### config.mk
export PLATFORM = sky130hd
export DESIGN_NAME = spe_accumulator
export DESIGN_NICKNAME = d
export VERILOG_FILES = /design/src/rtl/spe_accumulator_pkg.sv /design/src/rtl/spe_vmem.sv /design/src/rtl/spe_accumulator.sv
export SDC_FILE = /design/constraint.sdc
export NUM_CORES = 2
export LEC_CHECK = 0
export CAP_MARGIN = 20
export CORE_MARGIN = 1.5
export CORE_UTILIZATION = 30
export DETAILED_ROUTE_END_ITERATION = 10
export GPL_ROUTABILITY_DRIVEN = 1
export MAX_ROUTING_LAYER = met4
export PLACE_DENSITY_LB_ADDON = 0.12
export SLEW_MARGIN = 0
export SYNTH_ARGS = -nofsm -noshare
export SYNTH_HDL_FRONTEND = slang
export SYNTH_SLANG_ARGS = --single-unit
### constraint.sdc
create_clock -name clk -period 4.2 [get_ports clk]
set_input_delay 0.84 -clock clk [delete_from_list [all_inputs] [get_ports clk]]
set_output_delay 0.84 -clock clk [all_outputs]
set_load 0.01 [all_outputs]
### src/rtl/spe_accumulator_pkg.sv
`default_nettype none
// ============================================================================
// Module   : spe_accumulator_pkg
// Brief    : Shared opcodes, default widths and FSM state type for the SPE.
// Revision : 1.0
// ============================================================================
package spe_accumulator_pkg;

    localparam logic [3:0] OP_TIMESTEP_DONE  = 4'd15;
    localparam int         DEFAULT_SUM_W     = 14;
    localparam int         DEFAULT_VMEM_W    = 16;
    localparam int         DEFAULT_THRESHOLD = 64;
    localparam int         ACC_W             = 17;

    typedef enum logic [1:0] {
        ST_COLLECT = 2'd0,
        ST_UPDATE  = 2'd1,
        ST_FIRE    = 2'd2,
        ST_SEND    = 2'd3
    } spe_state_e;

endpackage
`default_nettype wire

### src/rtl/spe_vmem.sv
`default_nettype none
// ============================================================================
// Module   : spe_vmem
// Brief    : Membrane-potential register file, async clear, 1R (comb) / 1W.
// Revision : 1.0
// ============================================================================
module spe_vmem
    import spe_accumulator_pkg::*;
#(
    parameter int NUM_NEURONS = 89,
    parameter int VMEM_W      = DEFAULT_VMEM_W,
    parameter int ADDR_W      = 7
) (
    input  logic                     clk,
    input  logic                     rst_n,
    input  logic [ADDR_W-1:0]        i_rd_addr,
    output logic signed [VMEM_W-1:0] o_rd_data,
    input  logic                     i_wr_en,
    input  logic [ADDR_W-1:0]        i_wr_addr,
    input  logic signed [VMEM_W-1:0] i_wr_data
);

    logic signed [VMEM_W-1:0] r_mem [NUM_NEURONS];

    always_ff @(posedge clk or negedge rst_n) begin
        if (!rst_n) begin
            for (int i = 0; i < NUM_NEURONS; i++) begin
                r_mem[i] <= '0;
            end
        end else if (i_wr_en) begin
            r_mem[i_wr_addr] <= i_wr_data;
        end
    end

    assign o_rd_data = r_mem[i_rd_addr];

endmodule
`default_nettype wire

### src/rtl/spe_accumulator.sv
`default_nettype none
// ============================================================================
// Module   : spe_accumulator
// Brief    : Gathers NUM_PPE partial sums per neuron, integrates into vmem,
//            fires against THRESHOLD. Define SPE_LEAK_EN to enable leak.
// Revision : 1.0
// ============================================================================
module spe_accumulator
    import spe_accumulator_pkg::*;
#(
    parameter int NUM_PPE     = 5,
    parameter int SUM_W       = DEFAULT_SUM_W,
    parameter int VMEM_W      = DEFAULT_VMEM_W,
    parameter int NUM_NEURONS = 89,
    parameter int THRESHOLD   = DEFAULT_THRESHOLD,
    parameter int LEAK        = 1
) (
    input  logic                    clk,
    input  logic                    rst_n,
    input  logic                    in_valid,
    output logic                    in_ready,
    input  logic [3:0]              in_opcode,
    input  logic signed [SUM_W-1:0] in_data,
    output logic                    out_valid,
    input  logic                    out_ready,
    output logic [6:0]              out_addr,
    output logic                    out_spike,
    output logic [1:0]              out_ts,
    output logic                    err,
    output logic                    busy
);

    localparam int                        c_sum_w     = ((VMEM_W > ACC_W) ? VMEM_W : ACC_W) + 1;
    localparam logic [3:0]                c_num_ppe   = 4'(NUM_PPE);
    localparam logic [NUM_PPE-1:0]        c_mask_full = {NUM_PPE{1'b1}};
    localparam logic [6:0]                c_last_nidx = 7'(NUM_NEURONS - 1);
    localparam logic signed [VMEM_W-1:0]  c_threshold = VMEM_W'(THRESHOLD);
    localparam logic signed [c_sum_w-1:0] c_vmax = {{(c_sum_w-VMEM_W+1){1'b0}}, {(VMEM_W-1){1'b1}}};
    localparam logic signed [c_sum_w-1:0] c_vmin = {{(c_sum_w-VMEM_W+1){1'b1}}, {(VMEM_W-1){1'b0}}};

    spe_state_e                 r_state;
    spe_state_e                 w_state_nxt;
    logic signed [ACC_W-1:0]    r_acc;
    logic [NUM_PPE-1:0]         r_mask;
    logic [6:0]                 r_nidx;
    logic [1:0]                 r_ts;
    logic signed [VMEM_W-1:0]   r_v;
    logic                       r_spike;
    logic                       r_err;

    logic                       w_in_xfer;
    logic                       w_is_src;
    logic                       w_is_ts;
    logic [NUM_PPE-1:0]         w_op_bit;
    logic                       w_dup;
    logic signed [ACC_W-1:0]    w_data_ext;
    logic signed [VMEM_W-1:0]   w_vmem_rd;
    logic signed [c_sum_w-1:0]  w_sum;
    logic signed [VMEM_W-1:0]   w_v_sat;
    logic signed [VMEM_W-1:0]   w_v_leak;
    logic signed [VMEM_W-1:0]   w_v_new;
    logic                       w_spike;

    assign w_in_xfer  = in_valid && in_ready;
    assign w_is_src   = (in_opcode < c_num_ppe);
    assign w_is_ts    = (in_opcode == OP_TIMESTEP_DONE);
    assign w_op_bit   = NUM_PPE'(1) << in_opcode;
    assign w_dup      = w_is_src && ((r_mask & w_op_bit) != '0);
    assign w_data_ext = ACC_W'(in_data);

    // ---------------- FSM ----------------
    always_ff @(posedge clk or negedge rst_n) begin
        if (!rst_n) begin
            r_state <= ST_COLLECT;
        end else begin
            r_state <= w_state_nxt;
        end
    end

    always_comb begin
        w_state_nxt = r_state;
        in_ready    = 1'b0;
        out_valid   = 1'b0;
        busy        = 1'b1;
        case (r_state)
            ST_COLLECT: begin
                in_ready = 1'b1;
                busy     = 1'b0;
                if (w_in_xfer && w_is_src && !w_dup && ((r_mask | w_op_bit) == c_mask_full)) begin
                    w_state_nxt = ST_UPDATE;
                end
            end
            ST_UPDATE: w_state_nxt = ST_FIRE;
            ST_FIRE:   w_state_nxt = ST_SEND;
            ST_SEND: begin
                out_valid = 1'b1;
                if (out_ready) begin
                    w_state_nxt = ST_COLLECT;
                end
            end
            default: w_state_nxt = ST_COLLECT;
        endcase
    end

    // ---------------- Integrate, saturate, leak, fire ----------------
    assign w_sum = c_sum_w'(w_vmem_rd) + c_sum_w'(r_acc);

    always_comb begin
        if (w_sum > c_vmax) begin
            w_v_sat = c_vmax[VMEM_W-1:0];
        end else if (w_sum < c_vmin) begin
            w_v_sat = c_vmin[VMEM_W-1:0];
        end else begin
            w_v_sat = w_sum[VMEM_W-1:0];
        end
    end

`ifdef SPE_LEAK_EN
    localparam logic signed [VMEM_W-1:0] c_leak = VMEM_W'(LEAK);

    // Leak never pushes a positive potential below zero.
    always_comb begin
        w_v_leak = r_v;
        if (r_v >= c_leak) begin
            w_v_leak = r_v - c_leak;
        end else if (!r_v[VMEM_W-1] && (r_v != '0)) begin
            w_v_leak = '0;
        end
    end
`else
    wire logic w_unused_leak = |LEAK;

    always_comb begin
        w_v_leak = r_v;
    end
`endif

    always_comb begin
        w_spike = (w_v_leak >= c_threshold);
        w_v_new = w_spike ? (w_v_leak - c_threshold) : w_v_leak;
    end

    // ---------------- Datapath registers ----------------
    always_ff @(posedge clk or negedge rst_n) begin
        if (!rst_n) begin
            r_acc   <= '0;
            r_mask  <= '0;
            r_nidx  <= '0;
            r_ts    <= 2'd1;
            r_v     <= '0;
            r_spike <= 1'b0;
            r_err   <= 1'b0;
        end else begin
            r_err <= 1'b0;
            case (r_state)
                ST_COLLECT: begin
                    if (w_in_xfer) begin
                        if (w_is_src) begin
                            if (w_dup) begin
                                r_err <= 1'b1;
                            end else begin
                                r_acc  <= r_acc + w_data_ext;
                                r_mask <= r_mask | w_op_bit;
                            end
                        end else if (w_is_ts) begin
                            // Timestep close also flushes an incomplete group.
                            r_nidx <= '0;
                            r_ts   <= r_ts + 2'd1;
                            r_acc  <= '0;
                            r_mask <= '0;
                            r_err  <= |r_mask;
                        end else begin
                            r_err <= 1'b1;
                        end
                    end
                end
                ST_UPDATE: r_v <= w_v_sat;
                ST_FIRE: begin
                    r_spike <= w_spike;
                    r_acc   <= '0;
                    r_mask  <= '0;
                end
                ST_SEND: begin
                    if (out_ready) begin
                        r_nidx <= (r_nidx == c_last_nidx) ? 7'd0 : r_nidx + 7'd1;
                    end
                end
                default: ;
            endcase
        end
    end

    spe_vmem #(
        .NUM_NEURONS (NUM_NEURONS),
        .VMEM_W      (VMEM_W),
        .ADDR_W      (7)
    ) u_vmem (
        .clk       (clk),
        .rst_n     (rst_n),
        .i_rd_addr (r_nidx),
        .o_rd_data (w_vmem_rd),
        .i_wr_en   (r_state == ST_FIRE),
        .i_wr_addr (r_nidx),
        .i_wr_data (w_v_new)
    );

    assign out_addr  = r_nidx;
    assign out_spike = r_spike;
    assign out_ts    = r_ts;
    assign err       = r_err;

endmodule
`default_nettype wire

==> Word-level counts from Yosys, hierarchy flattened <==
Index checks and enable logic that the tools add are counted.
{ "totals": {"ff_bits": 1475, "in_bits": 22, "output_inout_bits": 14, "elab_cells": 178} }
{ "classes": {"addsub": 5, "magnitude_cmp": 6, "eq_ne": 13, "n_shift": 1, "muxes": 36, "bitwise": 4, "n_reduce_logical": 16} }
{ "ops": {"columns": ["operator", "count"], "rows": [
  ["bitwise mux 1424 bit", 1],
  ["binary-select mux 16 bit (select 7 bit)", 1],
  ["demux 16 bit (select 7 bit)", 1],
  ["two-way mux 16 bit", 6],
  ["two-way mux 17 bit", 4],
  ["two-way mux 7 bit", 5],
  ["one-hot mux 17 bit (2 select lines)", 1],
  ["two-way mux 5 bit", 4],
  ["adder 16 x 17 -> 18 bit", 1],
  ["greater-than comparator 18 x 16 -> 1 bit, second input constant", 1],
  ["less-than comparator 18 x 16 -> 1 bit, second input constant", 1],
  ["adder 17 x 14 -> 17 bit", 1],
  ["greater-or-equal comparator 16 x 8 -> 1 bit, second input constant", 1],
  ["subtractor 16 x 8 -> 16 bit, second input constant", 1],
  ["one-hot mux 7 bit (2 select lines)", 1],
  ["!= test 2 bit, second input constant", 5],
  ["one-hot mux 5 bit (2 select lines)", 1],
  ["greater-or-equal comparator 8 bit, second input constant", 1],
  ["less-than comparator 8 x 1 -> 1 bit, second input constant", 1],
  ["two-way mux 1 bit", 8],
  ["NOT 7 -> 8 bit", 1],
  ["one-hot mux 2 bit (4 select lines)", 1],
  ["AND reduction 4 bit", 2],
  ["adder 7 x 1 -> 7 bit, second input constant", 1],
  ["21 further kinds", 30]
]} }

==> Longest topological paths before layout <==
{ "logic_depth": {"depth_word": 9, "mapped_depth": 25, "ltp_nobuf": 19} }

==> Modules after synthesis <==
Synthesis repeated with hierarchy kept, for this count alone.
{ "hier_totals": {"cells_unflattened": 4768, "area_unflattened_um2": 69714.4} }
{ "by_module_without_submodules": {"columns": ["mod", "instances", "cells_each", "area_per_inst_um2", "seq_area_each_um2"], "rows": [
  ["spe_vmem", 1, 4245, 65273.9, 35634.2],
  ["spe_accumulator", 1, 523, 4440.5, 1277.5]
]} }

==> Worst setup path before layout <==
Ideal clock, no wire load.
{ "synth_path": {"path_type": "register to register", "startpoint": "register r_nidx[1], in the netlist out_addr[1]", "endpoint": "register r_v[9]", "setup_time_ns": 0.120, "t_arrival_ns": 4.422, "required_ns": 4.080, "setup_slack_ns": -0.342, "stages_incl_launch_ff": 22, "path_buffers": 7, "period_less_slack_ns": 4.542, "path_cell_list": "dfrtp_1 > buf_4 > buf_4 > buf_4 > buf_2 > buf_2 > buf_2 > a21oi_1 > a2111oi_0 > a31oi_1 > o21ai_0 > ha_1 > inv_1 > fa_1 > nor2b_1 > o31ai_1 > a21o_1 > a21o_1 > a211oi_2 > clkbuf_1 > nand3_1 > a31o_2"} }
{ "synth_between": {"elab_chain_len": 8, "word_cells_on_any_way": 9, "classes_between": "add/sub (1); order compare (2); mux (5); bitwise (1)"} }
{ "synth_lines": {"columns": ["item", "line_no", "text"], "rows": [
  ["start: declaration", "spe_accumulator.sv:45", "logic [6:0] r_nidx;"],
  ["start signal: assignment", "spe_accumulator.sv:185", "r_nidx <= (r_nidx == c_last_nidx) ? 7'd0 : r_nidx + 7'd1;"],
  ["NOT 7 -> 8 bit (not written as such) (*)", "spe_vmem.sv:35", "assign o_rd_data = r_mem[i_rd_addr];"],
  ["binary-select mux 16 bit (select 7 bit) (*)", "spe_vmem.sv:35", null],
  ["two-way mux 16 bit (not written as such) (*) (2 in a row)", "spe_vmem.sv:35", null],
  ["adder 16 x 17 -> 18 bit (*)", "spe_accumulator.sv:106", "assign w_sum = c_sum_w'(w_vmem_rd) + c_sum_w'(r_acc);"],
  ["less-than comparator 18 x 16 -> 1 bit", "spe_accumulator.sv:111", "end else if (w_sum < c_vmin) begin"],
  ["two-way mux 16 bit", "spe_accumulator.sv:111", null],
  ["two-way mux 16 bit (*)", "spe_accumulator.sv:109", "if (w_sum > c_vmax) begin"],
  ["end signal: assignment", "spe_accumulator.sv:177", "ST_UPDATE: r_v <= w_v_sat;"],
  ["end: declaration", "spe_accumulator.sv:47", "logic signed [VMEM_W-1:0] r_v;"]
]} }
Mark *: on every way between the ends. The rest lies on a longest branch, timed or not. The select of a mux whose other input is x is not followed.
A chain may end at the register's enable or synchronous reset.

==> Final worst setup path <==
{ "layout_path": {"startpoint": "register r_nidx[2], in the netlist out_addr[2]", "endpoint": "register r_v[13]"} }
Same word-level chain as after synthesis.

==> impl_metrics.csv <==
group,metric,value,unit
clocking,cts_buffers,174,
critical_path,r2r_end,"r_v[13]",
routing,vias,52337,
layout,seq_area,0.0369,mm^2
synth,yosysUniqueCellTypes,83,
critical_path,rr_startpoint,"out_addr[2]",
placement,pre_cts_slack,-1.38,ns
sta,relSlewSlack,22.7,%
outcome,failed_checks,"setup timing",
layout,layout-drive-gt1-share,30.9,%
routing,drc_errors,0,
clocking,cts_buffer_depth,3,
synth,synthMuxAreaShare,15.7,%
routing,drtPass1Iterations,6,
pwr,cellLeakagePower,38.6,nW
sta,tightestPinTransition,1.16,ns
global_routing,grt_pass1_wl,395000,um
critical_path,crit_chain,"buf_4, inv_4, buf_6, nor2_2, buf_12, buf_4, a22o_1, nor2_2, o21ai_2, a222oi_1, o211ai_1, a211o_2, ha_4, or3_4, o22a_1, o31ai_4, o211ai_1, a21oi_1, xor2_1, nor4_2, or4b_1",
pwr,power_frac_clock,30.9,%
sta,slew_violations,0,
synth,synth_fp_nets,6303,
pwr,irDropWorstVdd,1.18,mV
placement,port_buffers,35,
synth,ys_ff_latch,1475,
clocking,h-tree-depth,4,
layout,nFillCells,22086,
worst_hold_path,hold_path_end,"out_ts[1]",
synth,synth-compound-area-share,15.3,%
sta,fin_crit_sh,123,%
pwr,p_total,0.0506,W
global_routing,antenna_found_initial,11,
critical_path,critPathLaunchType,"register",
global_routing,grt_pass1_vias,52242,
pwr,p_int,0.0308,W
pwr,power_switching,0.0198,W
synth,yosys.area_share.simple,9.22,%
synth,synthFlopType,"dfrtp_1",
routing,drt_iter0_markers,4218,
worst_hold_path,min_from,"out_ts[1]",
floorplan,dieArea,0.228,mm^2
sta,finalSetupViolCount,16,
layout,areaGrowthSynthToFinish,26.5,%
critical_path,crit_arrival,5.90,ns
worst_hold_path,min_path_cells,1,
floorplan,die-width,478,um
synth,synth_top_family_by_area,"multiplexers",
critical_path,cpMaxStageDelayCell,"dfrtp_4",
worst_hold_path,hold_class,"register to register",
synth,syn_area,0.0676,mm^2
outcome,status,"finished, violations left",
placement,finalWeightedCongestion,0.934,
critical_path,critPathCaptureType,"register",
sta,max_freq,0.193,GHz
critical_path,crit_required,4.93,ns
floorplan,ios,36,
pwr,swShare,39.1,%
global_routing,grt_use_total,24.5,%
pwr,combPwrFrac,38.7,%
synth,synth_edf_count,0,
critical_path,ff2ff_setup_slack,-0.97,ns
floorplan,rows,174,
sta,hold_violations,0,
routing,postRouteWirelength,276000,um
clocking,cts_root_buf,"clkbuf_16",
sta,period_minus_slack,5.17,ns
critical_path,critPathKind,"register to register",
global_routing,grt_max_degree,152,
placement,hpwl,182000,um
routing,ant_nets,0,
run,maxCapViolCount,0,
synth,syn_inst,6238,
pwr,seq_power_share,30.4,%
critical_path,path_max_fanout,7,
clocking,clk_pin_slew,0.06,ns
layout,final_common_cell,"dfrtp_1",
pwr,p_per_area,592,mW/mm^2
synth,synthArstFlopShare,100,%
sta,skew,0.0535,ns
synth,synth_xor_area_share,0.470,%
critical_path,max_stage_delay,0.57,ns
clocking,tritoncts,"done",
clocking,clock-sinks,1475,
sta,hold_ws,0.467,ns
synth,ys_seq_area_share,54.6,%
global_routing,overflow,0,
floorplan,initial_core_util,30.1,%
sta,rsz0062_at_grt,"yes",
clocking,clock_latency,0.87,ns
synth,avgSynthCellArea,10.8,um^2
floorplan,die_y,478,um
routing,avgRoutedWirePerCell,27.7,um
routing,vias_per_cell,5.26,
layout,multiInputGateArea,0.0294,mm^2
critical_path,reg2reg_depth,21,
synth,ys.warnings.count,0,
synth,synth-adder-area-share,0.819,%
sta,layout_setup_ws,-0.969,ns
layout,layout_common_cells,"dfrtp_1, nand2_1, buf_4",
layout,fin_nets,6887,
floorplan,core_area,0.224,mm^2
state kept, by name (all words and copies together), names as in the netlist:
signal / count
out_spike: 1
out_ts: 2
r_acc: 17
out_addr: 7
r_v: 16
r_mask: 5
u_vmem.r_mem: 1424
err: 1
r_state: 2
how the worst max path moves through the flow:
| stage | from | endpoint | slack [ns] | cells past startpoint |
|---|---|---|---|---|
| 2_1_floorplan | out_addr[0] | r_v[13] | -0.05 | 20 |
| 3_3_place_gp | out_addr[2] | r_v[2] | -1.39 | 22 |
| 3_5_place_dp | out_addr[2] | r_v[14] | -1.38 | 22 |
| 4_1_cts | out_addr[2] | r_v[13] | -0.78 | 17 |
| 5_1_grt | out_addr[2] | r_v[13] | -1.02 | 19 |
| 6_report | out_addr[2] | r_v[13] | -0.97 | 21 |
logic make-up after synthesis:
| kind of cell | count (synthesis) |
|---|---|
| multiplexers | 828 |
| XOR/XNOR | 32 |
| adder cells (fa/ha/maj) | 43 |
| buffers and inverters | 573 |
| AND/OR/NAND/NOR | 1544 |
| flip-flops | 1475 |
| AO/OA/AOI/OAI | 1743 |
power groups by stage:
stage                     registers [W]  clock network (W)  logic [W]
after global placement           0.0156                  0     0.0179
after global routing             0.0154             0.0166     0.0204
after detailed placement         0.0156                  0     0.0179
after CTS                        0.0154             0.0160     0.0190
final                            0.0154             0.0156     0.0196
after floorplan                  0.0154                  0    0.00818
per-stage QoR:
stage	area [um^2]	utilization, %	std cells	TNS (ns)
CTS	84400	37.7	9899	-11.30
finish	85500	38.1	9955	-12.91
floorplan	67900	-	6238	-0.0989
global placement	76900	34.3	9529	-20.98
detailed placement	77000	34.3	9534	-20.74
global route	85500	38.1	9951	-14.28
routing by layer:
metal	track usage, %	part of all wire, %
met5	-	0
met4	8.19	3.6
met3	3.69	5.1
met2	37.4	46
met1	33.3	46
worst max-delay path, delay by kind of cell, from the launching register on:
family,cells,cell delay [ns]
adder cells (fa/ha/maj),1,0.19
flip-flops,1,0.57
XOR/XNOR,1,0.25
AO/OA/AOI/OAI,9,2.11
buffers and inverters,5,0.71
AND/OR/NAND/NOR,5,1.20
final cells by class:
cell class                      instances  share of cell area (%)
Sequential cell                      1475                    43.2
Multi-Input combinational cell       4190                    34.4
Timing Repair Buffer                  949                    11.0
Clock buffer                          251                    6.06
Tap cell                             2992                    4.38
Clock inverter                         57                   0.785
Inverter                               32                   0.155
Antenna cell                            9                  0.0264
cell usage after synthesis, types with 6 or more instances:
cell type,instances,area [um^2]
dfrtp_1,1474,36900
nand2_1,756,2840
o21ai_0,658,3290
nor2_1,643,2410
a21oi_1,592,2960
mux2_2,550,6190
clkbuf_1,305,1140
a221oi_1,186,1630
buf_2,164,821
mux2i_1,148,1480
mux4_2,130,2930
o22ai_1,49,307
a22oi_1,46,345
buf_4,46,345
ha_1,41,513
inv_1,26,97.6
a22o_1,24,210
nor2_2,23,144
nand3_1,20,100
o211ai_1,19,143
a211oi_1,18,135
o221ai_1,18,158
nor3_1,15,75.1
xor2_1,15,131
o31ai_1,14,105
a21o_1,13,97.6
nor2b_1,13,81.3
a221o_1,12,120
buf_6,12,135
or3_1,12,75.1
xnor2_1,12,105
buf_1,11,41.3
o21a_1,11,82.6
a31oi_1,10,62.6
and3_1,10,62.6
nor3_2,10,100
nand2b_1,9,56.3
o22a_1,9,78.8
a311oi_1,7,61.3
o2111ai_1,7,61.3
a2111oi_0,6,52.6
repair_timing:
item,CTS,global route
hold buffers,1,0
setup buffers,50,45
setup endpoints to repair,16,16
cloned,9,5
endpoints found under the hold margin,37,0
pin swaps,41,47
gates resized for setup,201,111
Note: power is estimated with default switching activity, not from simulation.
